## src/rtl/txn_wdt_pkg.sv

```systemverilog
// Shared definitions for the transaction watchdog scheduler.
// Holds the FSM state encoding, default parameter values and the
// width of the saturating timeout counter.
package txn_wdt_pkg;

    localparam int unsigned DEF_NUM_REQ = 4;
    localparam int unsigned DEF_TIMEOUT = 5;
    localparam int unsigned TCOUNT_W    = 8;

    typedef enum logic [1:0] {
        IDLE  = 2'd0,
        ISSUE = 2'd1,
        WAIT  = 2'd2,
        RESP  = 2'd3
    } wdt_state_t;

endpackage : txn_wdt_pkg

```

## src/rtl/wdt_rr_arbiter.sv

```systemverilog
// Combinational round-robin selector.
// Ports:
//   req    - level request vector
//   ptr    - index of the last granted requester; search starts at ptr+1
//   onehot - one-hot selected requester (all zero when valid is low)
//   idx    - binary index of the selected requester
//   valid  - at least one request is present
module wdt_rr_arbiter
    import txn_wdt_pkg::*;
#(
    parameter int unsigned NUM_REQ = DEF_NUM_REQ
) (
    input  logic [NUM_REQ-1:0]         req,
    input  logic [$clog2(NUM_REQ)-1:0] ptr,
    output logic [NUM_REQ-1:0]         onehot,
    output logic [$clog2(NUM_REQ)-1:0] idx,
    output logic                       valid
);

    localparam int unsigned IW = $clog2(NUM_REQ);

    // Walk the requesters starting just after ptr, wrapping; first hit wins.
    always_comb begin : arb_search
        int unsigned cand;
        cand   = 0;
        onehot = '0;
        idx    = '0;
        valid  = 1'b0;
        for (int unsigned i = 1; i <= NUM_REQ; i++) begin
            cand = (32'(ptr) + i) % NUM_REQ;
            if (!valid && req[IW'(cand)]) begin
                valid              = 1'b1;
                idx                = IW'(cand);
                onehot[IW'(cand)]  = 1'b1;
            end
        end
    end

endmodule : wdt_rr_arbiter

```

## src/rtl/txn_watchdog_scheduler.sv

```systemverilog
// Round-robin transaction scheduler with a per-transaction watchdog.
// One transaction is outstanding at a time: a requester is picked in IDLE,
// started in ISSUE, watched for completion in WAIT and answered in RESP.
// Ports:
//   clk, rst       - clock, synchronous active-high reset
//   req            - level request per requester
//   gnt            - one-cycle one-hot grant pulse
//   tgt_start      - one-cycle start pulse to the shared target
//   tgt_id         - index of the granted requester, held ISSUE..RESP
//   tgt_done       - completion pulse from the target
//   tgt_abort      - one-cycle abort pulse on timeout
//   resp_valid     - one-cycle response pulse
//   resp_id        - requester the response belongs to
//   resp_err       - response status, 1 = timeout (pulses with resp_valid)
//   busy           - high in every state except IDLE
//   timeout_count  - saturating number of timeouts
//   stray_done     - sticky: tgt_done seen outside WAIT
module txn_watchdog_scheduler
    import txn_wdt_pkg::*;
#(
    parameter int unsigned NUM_REQ = DEF_NUM_REQ,
    parameter int unsigned TIMEOUT = DEF_TIMEOUT
) (
    input  logic                       clk,
    input  logic                       rst,
    input  logic [NUM_REQ-1:0]         req,
    output logic [NUM_REQ-1:0]         gnt,
    output logic                       tgt_start,
    output logic [$clog2(NUM_REQ)-1:0] tgt_id,
    input  logic                       tgt_done,
    output logic                       tgt_abort,
    output logic                       resp_valid,
    output logic [$clog2(NUM_REQ)-1:0] resp_id,
    output logic                       resp_err,
    output logic                       busy,
    output logic [TCOUNT_W-1:0]        timeout_count,
    output logic                       stray_done
);

    localparam int unsigned IW = $clog2(NUM_REQ);
    localparam int unsigned CW = $clog2(TIMEOUT + 1);

    // WAIT cycle k (k = 1..TIMEOUT after tgt_start) sees cnt == k-1,
    // so the last WAIT cycle is the one where cnt == TIMEOUT-1.
    localparam logic [CW-1:0]       CNT_LAST = CW'(TIMEOUT - 1);
    localparam logic [IW-1:0]       PTR_RST  = IW'(NUM_REQ - 1);
    localparam logic [TCOUNT_W-1:0] TC_MAX   = {TCOUNT_W{1'b1}};

    wdt_state_t          state;
    logic [IW-1:0]       ptr;
    logic [CW-1:0]       cnt;

    logic [NUM_REQ-1:0]  arb_onehot;
    logic [IW-1:0]       arb_idx;
    logic                arb_valid;

    wdt_rr_arbiter #(
        .NUM_REQ (NUM_REQ)
    ) u_arb (
        .req    (req),
        .ptr    (ptr),
        .onehot (arb_onehot),
        .idx    (arb_idx),
        .valid  (arb_valid)
    );

    // Scheduler FSM with registered outputs; pulse outputs default low.
    always_ff @(posedge clk) begin
        if (rst) begin
            state         <= IDLE;
            ptr           <= PTR_RST;
            cnt           <= '0;
            gnt           <= '0;
            tgt_start     <= 1'b0;
            tgt_id        <= '0;
            tgt_abort     <= 1'b0;
            resp_valid    <= 1'b0;
            resp_id       <= '0;
            resp_err      <= 1'b0;
            busy          <= 1'b0;
            timeout_count <= '0;
            stray_done    <= 1'b0;
        end else begin
            gnt        <= '0;
            tgt_start  <= 1'b0;
            tgt_abort  <= 1'b0;
            resp_valid <= 1'b0;
            resp_err   <= 1'b0;

            // A completion is only meaningful while waiting for one.
            if (tgt_done && (state != WAIT)) begin
                stray_done <= 1'b1;
            end

            case (state)
                IDLE: begin
                    if (arb_valid) begin
                        tgt_id    <= arb_idx;
                        gnt       <= arb_onehot;
                        tgt_start <= 1'b1;
                        busy      <= 1'b1;
                        state     <= ISSUE;
                    end
                end

                ISSUE: begin
                    cnt   <= '0;
                    ptr   <= tgt_id;
                    state <= WAIT;
                end

                WAIT: begin
                    // Completion beats a simultaneous timeout.
                    if (tgt_done) begin
                        resp_valid <= 1'b1;
                        resp_id    <= tgt_id;
                        resp_err   <= 1'b0;
                        state      <= RESP;
                    end else if (cnt == CNT_LAST) begin
                        resp_valid <= 1'b1;
                        resp_id    <= tgt_id;
                        resp_err   <= 1'b1;
                        tgt_abort  <= 1'b1;
                        if (timeout_count != TC_MAX) begin
                            timeout_count <= timeout_count + TCOUNT_W'(1);
                        end
                        state      <= RESP;
                    end else begin
                        cnt <= cnt + CW'(1);
                    end
                end

                RESP: begin
                    busy  <= 1'b0;
                    state <= IDLE;
                end

                default: begin
                    busy  <= 1'b0;
                    state <= IDLE;
                end
            endcase
        end
    end

endmodule : txn_watchdog_scheduler

```

## config.mk

```make
export PLATFORM = sky130hd
export DESIGN_NAME = txn_watchdog_scheduler
export DESIGN_NICKNAME = d
export VERILOG_FILES = /design/src/rtl/txn_wdt_pkg.sv /design/src/rtl/wdt_rr_arbiter.sv /design/src/rtl/txn_watchdog_scheduler.sv
export SDC_FILE = /design/constraint.sdc
export NUM_CORES = 1
export LEC_CHECK = 0
export ABC_AREA = 1
export CORE_MARGIN = 2
export CORE_UTILIZATION = 55
export CTS_BUF_LIST = sky130_fd_sc_hd__clkbuf_4
export DETAILED_ROUTE_END_ITERATION = 8
export PLACE_DENSITY = 0.92
export SLEW_MARGIN = 15
export SYNTH_ARGS = -nofsm -noshare
export SYNTH_HDL_FRONTEND = slang
export SYNTH_SLANG_ARGS = --single-unit
```

## constraint.sdc

```tcl
create_clock -name clk -period 2.3 [get_ports clk]
set_input_delay 0.69 -clock clk [delete_from_list [all_inputs] [get_ports clk]]
set_output_delay 0.69 -clock clk [all_outputs]
set_load 0.02 [all_outputs]
```

==> run metrics <==
post-cts hold buffer count=0; area growth from synthesis to layout=21.85%; Final Hold Fails=0; crit start category=flip-flop; Hold WS=~0.49 ns; Mapped Area=roughly 1800 um2; Top FF cell, synth=dfxtp_1; unrepaired setup endpoints after global routing=false; ys async rst share=0%; WL per Instance=between 10 and 15 um; total CTS buffers=3; I/O Buffers=28; fillcell total=around 260; antenna cells=0; H-tree levels=1; Synth top area share=roughly a third; Bufs on Longest Clock Path=2; die area=3720 um2; cell at the slowest stage of the critical path=clkdlybuf4s50_1; final period utilization=between 90 and 100%; P per Cell Area=1051 nW/um2; Pwr Total=between 2 and 2.5 mW; CP endpoint kind=output pin; first-pass GRT wire length=6.168 mm; leading area contributor after synthesis=dfxtp_1; CTS clk-pin slew, worst paths=0.15 ns; fin nets=305; worst-case clock skew=0.009108 ns; Syn Nets=between 200 and 300; die height=just over 60 um; Leakage Power=1.036 nW; Hold WC Path Type=flip-flop to flip-flop; WP buf/inv=1; Worst-Margin Slew=between 0.3 and 0.4 ns; DR iter-0 viols=65; row cnt=20; Max Cap Viol=0; cts repair resizes=0; Critical Path, Cell by Cell=clkdlybuf4s50_1; worst path required time=around 1.6 ns; DRC violation count after routing=0; WP data arrival=between 1 and 1.5 ns; critical path peak fanout=5; layout cells sized above 1=11.74%; Critical Path Stages=1; Final ANT Viol Nets=0; dominant cells by area after synthesis=dfxtp_1, nand2_1, ha_1, inv_1, nor2_1; max-slew violations=0; cells on worst reg2reg path=8; setup_tns=0 ns; Root Driver=clkbuf_4; Worst slew margin=about three quarters; Core Area=just over 3000 um2; hold path depth=2; final instance area=around 2200 um2; post-CTS setup buffer count=0; Pre-antenna DRT Iters=4; # IOs=29; Chip Width=between 60 and 70 um; status=finished, final reports clean; largest net degree at the start of global routing=17; Ys Warns=0; fin util=70.73%; Slowest Stage Delay on Critical Path=between 0.6 and 0.7 ns; Fmax=approximately 480 MHz; Seq cells post-synth=28; total wire length=between 3 and 4 mm; minimum clock period=2.086 ns; Setup Crit Path Kind=flip-flop to output pin; Synth cell types=29; Skew-Pair Late Insertion Delay=0.33 ns; routability cong.=0.8862; Sink Count=28; starting density of the core=approximately 58%; vias in the first global route=1522; post-synthesis instance total=249; Mapped Avg Cell Area=a little over 7 um2; grt ovf=0; global-route usage over all layers=a little over a fifth; vias=between 1500 and 2000; Final setup viols=0; initial antenna violation count=0; sequential fraction of the synthesis area=between 30% and 40%; Top delay family on crit path=buffers and inverters; Post-synth EDFFs=0; Vias/cell=5.262; CTS tree=done; Placed Instance Area=~2100 um2; Max IR drop VDD=roughly 750 uV; DP Wirelength=around 2.9 mm
-- flip-flops by register name, indices dropped and copies added (netlist names) --
name and count:
busy 1, cnt 3, gnt 4, ptr 2, resp_err 1, resp_id 2
resp_valid 1, state 2, stray_done 1, tgt_id 2, tgt_start 1, timeout_count 8
-- metrics by stage --
step	std cells	setup slack, ns
2_1_floorplan	249	0.6367
3_3_place_gp	321	0.1905
3_5_place_dp	321	0.1422
4_1_cts	325	0.2129
5_1_grt	325	0.1446
6_report	325	0.2137
-- synthesized netlist by cell type (3+ instances only) --
master	n
a21oi_1	17
dfxtp_1	28
ha_1	16
inv_1	30
inv_2	3
nand2_1	54
nand2_2	7
nand2_4	5
nand3_1	19
nand3_2	3
nand4_1	8
nor2_1	26
nor3_1	3
o21ai_0	9
xor2_1	4
-- cell usage in the layout, fill, tap and decap left out, types with 4 or more instances in the layout --
cell             count
dfxtp_1             28
ha_1                16
o21ai_0              9
nand4_1              8
nand2_2              7
nand2_4              5
nand2_1             54
inv_1               30
nor2_1              26
buf_4                5
clkdlybuf4s50_1     28
xor2_1               4
nand3_1             19
a21oi_1             17
-- per-layer routing --
metal | vias up | part of all wire (%) | wire [um] | GRT usage, %
li1 | 864 | - | - | -
met4 | 0 | 1.5 | 57 | 7.764
met5 | - | 0 | 0 | 0
met3 | 8 | 4.2 | 163 | 4.478
met2 | 56 | 53 | 2032 | 39.17
met1 | 782 | 42 | 1601 | 25.13
-- kinds of logic (layout without fill, tap and decap cells) --
group	count (synthesis)	count (layout)	share of synthesized area, %
AOI/OAI and AO/OA	29	29	8.473
xor gates and xnor gates	5	5	2.451
adders and majority gates	16	16	11.20
buffers and inverters	39	71	9.383
DFF	28	28	31.37
and+or+nand+nor	132	132	37.11
-- power breakdown --
group	internal (mW)	leakage, nW	total [mW]	switching [mW]
registers	0.580	0.229	0.638	0.0580
clock network	0.176	0.0279	0.317	0.141
logic	0.477	0.779	1.33	0.855
total	1.23	1.04	2.29	1.05
-- layout make-up --
class                      count  area, um2  share of cell area, %
sequential                    28      560.5                  25.75
timing repair buffer          33      317.8                  14.60
multi-input combinational    182       1059                  48.62
clock buffer                   3      22.52                  1.034
tap                           44      55.05                  2.529
clock inverter                 1      30.03                  1.379
inverter                      34      132.6                  6.092
-- tightest hold or removal path, cell delays in order, from the launching register on --
cell and delay, ns:
dfxtp_1 0.35, a21oi_1 0.04, nor2_1 0.07
-- final timing paths --
path / startpoint / slack, ns / endpoint
min reg2reg: stray_done$_SDFFE_PP0P_ / 0.49 / stray_done$_SDFFE_PP0P_
max: timeout_count[3]$_SDFFE_PP0P_ / 0.21 / timeout_count[3]
max reg2reg: state[0]$_SDFFE_PP0P_ / 0.59 / timeout_count[3]$_SDFFE_PP0P_
min: stray_done$_SDFFE_PP0P_ / 0.49 / stray_done$_SDFFE_PP0P_
Power figures use the tool's default switching activity.
